**src/rtl/vga_sprite_engine_if.sv**
```systemverilog
// Board-facing signal bundle for the sprite engine: raw buttons in, VGA connector out.
interface vga_sprite_engine_if;
  logic       btnU;
  logic       btnD;
  logic       btnL;
  logic       btnR;
  logic       Hsync;
  logic       Vsync;
  logic [3:0] vgaRed;
  logic [3:0] vgaGreen;
  logic [3:0] vgaBlue;
  logic       de;
  logic       frame_start;

  modport master (
    input  btnU, btnD, btnL, btnR,
    output Hsync, Vsync, vgaRed, vgaGreen, vgaBlue, de, frame_start
  );

  modport slave (
    output btnU, btnD, btnL, btnR,
    input  Hsync, Vsync, vgaRed, vgaGreen, vgaBlue, de, frame_start
  );
endinterface

```
**src/rtl/vga_sprite_engine.sv**
```systemverilog
// Programmable VGA timing generator with a button-driven rectangular sprite.
// Position updates only on the last clock of a frame so every frame is tear-free.
module vga_sprite_engine #(
  parameter int          H_ACTIVE   = 1920,
  parameter int          H_FP       = 88,
  parameter int          H_SYNC     = 44,
  parameter int          H_BP       = 148,
  parameter int          V_ACTIVE   = 1080,
  parameter int          V_FP       = 4,
  parameter int          V_SYNC     = 5,
  parameter int          V_BP       = 36,
  parameter bit          HS_POL     = 1'b1,
  parameter bit          VS_POL     = 1'b1,
  parameter int          BOX_W      = 64,
  parameter int          BOX_H      = 64,
  parameter int          STEP       = 4,
  parameter int          DEB_CYCLES = 1000000,
  parameter logic [11:0] BOX_RGB    = 12'hF00,
  parameter logic [11:0] BG_RGB     = 12'h00F
) (
  input  logic                 clk,
  input  logic                 reset,
  vga_sprite_engine_if.master  bus
);

  localparam int H_TOTAL = H_ACTIVE + H_FP + H_SYNC + H_BP;
  localparam int V_TOTAL = V_ACTIVE + V_FP + V_SYNC + V_BP;
  localparam int HW      = $clog2(H_TOTAL);
  localparam int VW      = $clog2(V_TOTAL);
  localparam int DW      = $clog2(DEB_CYCLES + 1);

  localparam logic [HW-1:0] H_LAST   = HW'(H_TOTAL - 1);
  localparam logic [VW-1:0] V_LAST   = VW'(V_TOTAL - 1);
  localparam logic [HW:0]   H_ACT    = (HW+1)'(H_ACTIVE);
  localparam logic [VW:0]   V_ACT    = (VW+1)'(V_ACTIVE);
  localparam logic [HW:0]   HS_BEG   = (HW+1)'(H_ACTIVE + H_FP);
  localparam logic [HW:0]   HS_END   = (HW+1)'(H_ACTIVE + H_FP + H_SYNC);
  localparam logic [VW:0]   VS_BEG   = (VW+1)'(V_ACTIVE + V_FP);
  localparam logic [VW:0]   VS_END   = (VW+1)'(V_ACTIVE + V_FP + V_SYNC);
  localparam logic [HW:0]   BOX_WX   = (HW+1)'(BOX_W);
  localparam logic [VW:0]   BOX_HY   = (VW+1)'(BOX_H);
  localparam logic [HW:0]   X_MAX    = (HW+1)'(H_ACTIVE - BOX_W);
  localparam logic [VW:0]   Y_MAX    = (VW+1)'(V_ACTIVE - BOX_H);
  localparam logic [HW:0]   X_STEP   = (HW+1)'(STEP);
  localparam logic [VW:0]   Y_STEP   = (VW+1)'(STEP);
  localparam logic [HW-1:0] X_INIT   = HW'((H_ACTIVE - BOX_W) / 2);
  localparam logic [VW-1:0] Y_INIT   = VW'((V_ACTIVE - BOX_H) / 2);
  localparam logic [DW-1:0] DEB_LAST = DW'(DEB_CYCLES - 1);

  // Saturating move: opposing or absent requests leave the position alone.
  function automatic logic [HW-1:0] stepX(input logic [HW-1:0] pos,
                                          input logic dec, input logic inc);
    logic [HW:0] p;
    p = {1'b0, pos};
    if (dec && !inc)      p = (p < X_STEP) ? '0 : p - X_STEP;
    else if (inc && !dec) p = (p + X_STEP > X_MAX) ? X_MAX : p + X_STEP;
    return p[HW-1:0];
  endfunction

  function automatic logic [VW-1:0] stepY(input logic [VW-1:0] pos,
                                          input logic dec, input logic inc);
    logic [VW:0] p;
    p = {1'b0, pos};
    if (dec && !inc)      p = (p < Y_STEP) ? '0 : p - Y_STEP;
    else if (inc && !dec) p = (p + Y_STEP > Y_MAX) ? Y_MAX : p + Y_STEP;
    return p[VW-1:0];
  endfunction

  logic [HW-1:0] hcnt;
  logic [VW-1:0] vcnt;
  logic [HW-1:0] x;
  logic [VW-1:0] y;
  logic [3:0]    btnRaw, btnMeta, btnSync, btnDeb;
  logic [DW-1:0] debCnt [4];
  logic          frameEnd;
  logic [HW:0]   hx;
  logic [VW:0]   vy;
  logic          visible, hit, inHs, inVs;
  logic [11:0]   pixRgb;

  assign btnRaw   = {bus.btnU, bus.btnD, bus.btnL, bus.btnR};
  assign frameEnd = (hcnt == H_LAST) && (vcnt == V_LAST);

  // Stage p0: raster counters, button conditioning and frame-end position update
  always_ff @(posedge clk or negedge reset) begin
    if (!reset) begin
      hcnt <= '0;
      vcnt <= '0;
      x    <= X_INIT;
      y    <= Y_INIT;
    end else begin
      if (hcnt == H_LAST) begin
        hcnt <= '0;
        vcnt <= (vcnt == V_LAST) ? '0 : vcnt + VW'(1);
      end else begin
        hcnt <= hcnt + HW'(1);
      end
      if (frameEnd) begin
        x <= stepX(x, btnDeb[1], btnDeb[0]);
        y <= stepY(y, btnDeb[3], btnDeb[2]);
      end
    end
  end

  always_ff @(posedge clk or negedge reset) begin
    if (!reset) begin
      btnMeta <= '0;
      btnSync <= '0;
      btnDeb  <= '0;
      for (int i = 0; i < 4; i++) debCnt[i] <= '0;
    end else begin
      btnMeta <= btnRaw;
      btnSync <= btnMeta;
      for (int i = 0; i < 4; i++) begin
        if (btnSync[i] != btnDeb[i]) begin
          if (debCnt[i] == DEB_LAST) begin
            btnDeb[i] <= btnSync[i];
            debCnt[i] <= '0;
          end else begin
            debCnt[i] <= debCnt[i] + DW'(1);
          end
        end else begin
          debCnt[i] <= '0;
        end
      end
    end
  end

  always_comb begin
    hx      = {1'b0, hcnt};
    vy      = {1'b0, vcnt};
    visible = (hx < H_ACT) && (vy < V_ACT);
    hit     = (hx >= {1'b0, x}) && (hx < {1'b0, x} + BOX_WX) &&
              (vy >= {1'b0, y}) && (vy < {1'b0, y} + BOX_HY);
    inHs    = (hx >= HS_BEG) && (hx < HS_END);
    inVs    = (vy >= VS_BEG) && (vy < VS_END);
    pixRgb  = visible ? (hit ? BOX_RGB : BG_RGB) : 12'h000;
  end

  // Stage p1: registered outputs, all aligned one clock behind the counters
  always_ff @(posedge clk or negedge reset) begin
    if (!reset) begin
      bus.Hsync       <= ~HS_POL;
      bus.Vsync       <= ~VS_POL;
      bus.vgaRed      <= '0;
      bus.vgaGreen    <= '0;
      bus.vgaBlue     <= '0;
      bus.de          <= 1'b0;
      bus.frame_start <= 1'b0;
    end else begin
      bus.Hsync       <= inHs ? HS_POL : ~HS_POL;
      bus.Vsync       <= inVs ? VS_POL : ~VS_POL;
      bus.vgaRed      <= pixRgb[11:8];
      bus.vgaGreen    <= pixRgb[7:4];
      bus.vgaBlue     <= pixRgb[3:0];
      bus.de          <= visible;
      bus.frame_start <= (hcnt == '0) && (vcnt == '0);
    end
  end

endmodule

```
**src/flat_wrapper.sv**
```systemverilog
// flat-port wrapper written by rule: the top's interface ports become plain ports
module vga_sprite_engine_flat 
#(
  parameter int          H_ACTIVE   = 1920,
  parameter int          H_FP       = 88,
  parameter int          H_SYNC     = 44,
  parameter int          H_BP       = 148,
  parameter int          V_ACTIVE   = 1080,
  parameter int          V_FP       = 4,
  parameter int          V_SYNC     = 5,
  parameter int          V_BP       = 36,
  parameter bit          HS_POL     = 1'b1,
  parameter bit          VS_POL     = 1'b1,
  parameter int          BOX_W      = 64,
  parameter int          BOX_H      = 64,
  parameter int          STEP       = 4,
  parameter int          DEB_CYCLES = 1000000,
  parameter logic [11:0] BOX_RGB    = 12'hF00,
  parameter logic [11:0] BG_RGB     = 12'h00F
)
  (clk, reset, bus_btnU, bus_btnD, bus_btnL, bus_btnR, bus_Hsync, bus_Vsync, bus_vgaRed, bus_vgaGreen, bus_vgaBlue, bus_de, bus_frame_start);
  vga_sprite_engine_if bus_i ();
  input  logic clk;
  input  logic reset;
  input wire logic [$bits(bus_i.btnU)-1:0] bus_btnU;
  input wire logic [$bits(bus_i.btnD)-1:0] bus_btnD;
  input wire logic [$bits(bus_i.btnL)-1:0] bus_btnL;
  input wire logic [$bits(bus_i.btnR)-1:0] bus_btnR;
  output wire logic [$bits(bus_i.Hsync)-1:0] bus_Hsync;
  output wire logic [$bits(bus_i.Vsync)-1:0] bus_Vsync;
  output wire logic [$bits(bus_i.vgaRed)-1:0] bus_vgaRed;
  output wire logic [$bits(bus_i.vgaGreen)-1:0] bus_vgaGreen;
  output wire logic [$bits(bus_i.vgaBlue)-1:0] bus_vgaBlue;
  output wire logic [$bits(bus_i.de)-1:0] bus_de;
  output wire logic [$bits(bus_i.frame_start)-1:0] bus_frame_start;
  assign bus_i.btnU = bus_btnU;
  assign bus_i.btnD = bus_btnD;
  assign bus_i.btnL = bus_btnL;
  assign bus_i.btnR = bus_btnR;
  assign bus_Hsync = bus_i.Hsync;
  assign bus_Vsync = bus_i.Vsync;
  assign bus_vgaRed = bus_i.vgaRed;
  assign bus_vgaGreen = bus_i.vgaGreen;
  assign bus_vgaBlue = bus_i.vgaBlue;
  assign bus_de = bus_i.de;
  assign bus_frame_start = bus_i.frame_start;
  vga_sprite_engine #(.H_ACTIVE(H_ACTIVE), .H_FP(H_FP), .H_SYNC(H_SYNC), .H_BP(H_BP), .V_ACTIVE(V_ACTIVE), .V_FP(V_FP), .V_SYNC(V_SYNC), .V_BP(V_BP), .HS_POL(HS_POL), .VS_POL(VS_POL), .BOX_W(BOX_W), .BOX_H(BOX_H), .STEP(STEP), .DEB_CYCLES(DEB_CYCLES), .BOX_RGB(BOX_RGB), .BG_RGB(BG_RGB)) u_core (.clk(clk), .reset(reset), .bus(bus_i));
endmodule
```
**config.mk**
```make
export PLATFORM = sky130hd
export DESIGN_NAME = vga_sprite_engine_flat
export DESIGN_NICKNAME = d
export VERILOG_FILES = /design/src/rtl/vga_sprite_engine_if.sv /design/src/rtl/vga_sprite_engine.sv /design/src/flat_wrapper.sv
export SDC_FILE = /design/constraint.sdc
export NUM_CORES = 1
export LEC_CHECK = 0
export CORE_ASPECT_RATIO = 0.75
export CORE_UTILIZATION = 55
export DETAILED_ROUTE_END_ITERATION = 16
export PLACE_DENSITY = 0.72
export SETUP_SLACK_MARGIN = 0.5
export SLEW_MARGIN = 20
export SYNTH_ARGS = -nofsm -noshare
export SYNTH_HDL_FRONTEND = slang
export SYNTH_SLANG_ARGS = --single-unit
```
**constraint.sdc**
```tcl
create_clock -name clk -period 4.2 [get_ports clk]
set_input_delay 1.05 -clock clk [delete_from_list [all_inputs] [get_ports clk]]
set_output_delay 1.05 -clock clk [all_outputs]
set_load 0.005 [all_outputs]
```
==> impl_metrics.env <==
export IMPL_status="finished, final reports clean"
export IMPL_nFillCells=1170
export IMPL_final_seq_area_um2=3520
export IMPL_port_buffers=17
export IMPL_postCtsSetupBuffers=0
export IMPL_cts_tree="yes"
export IMPL_first_global_vias=5923
export IMPL_crit_path_max_fanout=11
export IMPL_cts_repair_resized=0
export IMPL_start_kind="flop"
export IMPL_crit_arrival_ns=3.12
export IMPL_post_route_period_util_pct=66.1
export IMPL_clock_root_buffer="clkbuf_16"
export IMPL_clock_path_buffers=2
export IMPL_antenna_cells=0
export IMPL_drv_slew=0
export IMPL_grt_use_met1_pct=36.1
export IMPL_hold_path_class="reg -> reg"
export IMPL_insertion_delay_ns=0.43
export IMPL_num_vias=6361
export IMPL_pin_count=22
export IMPL_vdd_ir_drop_max_uv=276
export IMPL_dr_first_iter_drc_count=576
export IMPL_synth_seq_area_share_pct=42.9
export IMPL_syn_area_um2=8190
export IMPL_totalPowerFinal_mw=3.17
export IMPL_met2_usage_pct=35.9
export IMPL_grt_max_degree=77
export IMPL_synthCells=879
export IMPL_totalWireLength_um=17500
export IMPL_fin_nets=941
export IMPL_viasPerCell=5.79
export IMPL_synth_top_area_share_pct=39.4
export IMPL_r2r_slack_ns=1.43
export IMPL_die_area_um2=15400
export IMPL_cap_violations=0
export IMPL_antenna_found_initial=0
export IMPL_clock_sinks=140
export IMPL_synthTopCellsByArea="dfrtp_1 (39%), ha_1 (7.5%), xnor2_1 (5.8%)"
export IMPL_yosys_warnings=0
export IMPL_finalHoldViolations=0
export IMPL_drt_pass1_iterations=5
export IMPL_die_h_um=108
export IMPL_multi_input_area_um2=4340
export IMPL_async_flop_share_pct=100
export IMPL_ys_types=70
export IMPL_finalSetupViolCount=0
export IMPL_stdcell_count=1098
export IMPL_worst_setup_path_end_kind="flop"
export IMPL_place_congestion=0.858
export IMPL_reg2regPathDepth=7
export IMPL_holdBufCountCts=0
export IMPL_worst_slew_pin_slew_ns=1.27
export IMPL_critPathKind="reg -> reg"
export IMPL_tns_ns=0
export IMPL_fp_row_count=38
export IMPL_overflow=0
export IMPL_rsz0062_at_grt="false"
export IMPL_powerDensity_nw_per_um2=347
export IMPL_max_slew_margin_rel_pct=14.7
export IMPL_avgSynthCellArea_um2=9.32
export IMPL_synth_top_area_cell="dfrtp_1"
export IMPL_clkSlewWorstSetupHoldPaths_ns=0.06
export IMPL_synthFlopType="dfrtp_1"
export IMPL_grt_pass1_wl_um=29500
export IMPL_initial_core_util_pct=56.5
export IMPL_clock_fmax_mhz=360
export IMPL_cts_inserted_buffers=17
export IMPL_clock_skew_ns=0.0106
export IMPL_final_min_clock_period_ns=2.77
export IMPL_drtAntennaViolNets=0
export IMPL_required_ns=4.54
export IMPL_dieWidth_um=143
export IMPL_post_route_drc_count=0
export IMPL_leakagePower_nw=3.92
export IMPL_synth_edf_count=0
export IMPL_track_usage_pct=24.7
export IMPL_synth_seq_cells=140
export IMPL_place_inst=1067
export IMPL_syn_to_final_growth_pct=11.5
export IMPL_htreeDepth=4
export IMPL_met3_usage_pct=5.07
export IMPL_wl_per_cell_um=16.0
export IMPL_drive_gt1_share_pct=6.90
export IMPL_busiest_layer="met1"
export IMPL_coreArea_um2=14500
export IMPL_holdPathStages=0
export IMPL_dp_final_hpwl_um=12100
metal layers:
metal | routed length, µm | part of all wire [%]
met5 | 0 | 0
met4 | 261 | 1.5
met3 | 778 | 4.4
met2 | 7620 | 43
met1 | 8870 | 51
sequential cells by signal, summed over array words and instances, names as in the netlist, 4 cells and up:
name,flops
u_core.hcnt,12
u_core.y,9
u_core.btnMeta,4
u_core.vcnt,11
u_core.btnDeb,4
u_core.debCnt,80
u_core.btnSync,4
u_core.x,10
area by class of cell:
class	count	area share, %
Multi-Input combinational cell	663	47.5
Sequential cell	140	38.5
Clock buffer	20	5.00
Tap cell	200	2.74
Clock inverter	11	2.36
Timing Repair Buffer	20	2.12
Inverter	44	1.81
cells by family after synthesis:
kind of cell,after synthesis,share of synthesized area (%)
adders and majority gates,49,7.48
and+or+nand+nor,389,24.2
other,1,0.0458
buffers and inverters,79,4.25
muxes,5,0.642
xor gates and xnor gates,104,11.1
AOI/OAI and AO/OA,112,9.29
DFF,140,42.9
cells in the final DEF, fill, tap and decap left out, types with 5 or more instances in the layout:
cell / synthesis / final
and3_1: 19 / 19
xnor2_1: 54 / 54
o21ai_0: 29 / 29
a31oi_1: 5 / 5
nor4b_1: 5 / 5
nor3_1: 27 / 27
or3_1: 12 / 12
dfstp_2: 11 / 11
and2_1: 5 / 5
nand2_1: 55 / 55
inv_1: 42 / 42
bufinv_16: 0 / 6
ha_1: 49 / 49
o21a_1: 7 / 7
xor2_1: 50 / 50
nor2_1: 125 / 125
a21oi_1: 25 / 25
clkdlybuf4s50_1: 0 / 16
nand3_1: 51 / 51
nand2b_1: 5 / 5
and4_1: 12 / 12
dfrtp_1: 129 / 129
clkbuf_16: 0 / 17
nor4_1: 14 / 14
nand4_1: 27 / 27
nor2b_1: 8 / 8
critical path, cell delays in order, from the launching register on:
cell and delay, ns:
dfrtp_1 0.42, ha_1 0.26, and4_1 0.23, nand4_1 0.19, nor3_2 0.53, nand2b_1 0.38, or4_1 0.58, o21ai_0 0.09
cells in the mapped netlist (4+ instances only):
cell and instances:
nand4b_1 4, ha_1 49, a21o_1 4, xor2_1 50, a31oi_1 5, nor4_1 14
a21oi_1 25, nor3_1 27, o211ai_1 4, nand4_1 27, nor4b_1 5, o22ai_1 4
o21ai_0 29, nand2_1 55, and2_1 5, buf_4 10, dfrtp_1 129, and4_1 12
xnor2_1 54, and3_1 19, inv_1 42, nor2b_1 8, or3_1 12, or2_2 4
a211oi_1 4, buf_2 10, dfstp_2 11, nor2_1 125, clkbuf_1 14, nand2b_1 5
nand3_1 51, o21a_1 7
power breakdown:
group,internal [mW],switching [mW],total [mW]
clock network,1.14,0.585,1.73
registers,1.36,0.0120,1.37
logic,0.0173,0.0485,0.0658
worst paths after layout:
kind | start | to
worst min-delay path | u_core.btnMeta[2] | u_core.btnSync[2]
worst max-delay path | u_core.hcnt[0] | u_core.y[2]
worst min register to register | u_core.btnMeta[2] | u_core.btnSync[2]
worst max register to register | u_core.hcnt[0] | u_core.y[2]
max in group asynchronous | reset | u_core.y[6]
min in group asynchronous | reset | u_core.x[4]
per-stage QoR:
stage | cell area, µm² | setup WS [ns] | util (%) | hold slack [ns]
floorplan | 8200 | 1.89 | - | 0.331
global placement | 8460 | 1.60 | 58.4 | 0.337
detailed placement | 8460 | 1.45 | 58.4 | 0.336
CTS | 9140 | 1.41 | 63.0 | 0.350
global route | 9140 | 1.18 | 63.0 | 0.357
finish | 9140 | 1.43 | 63.0 | 0.350
No activity file was read; power rests on OpenSTA's default activity.
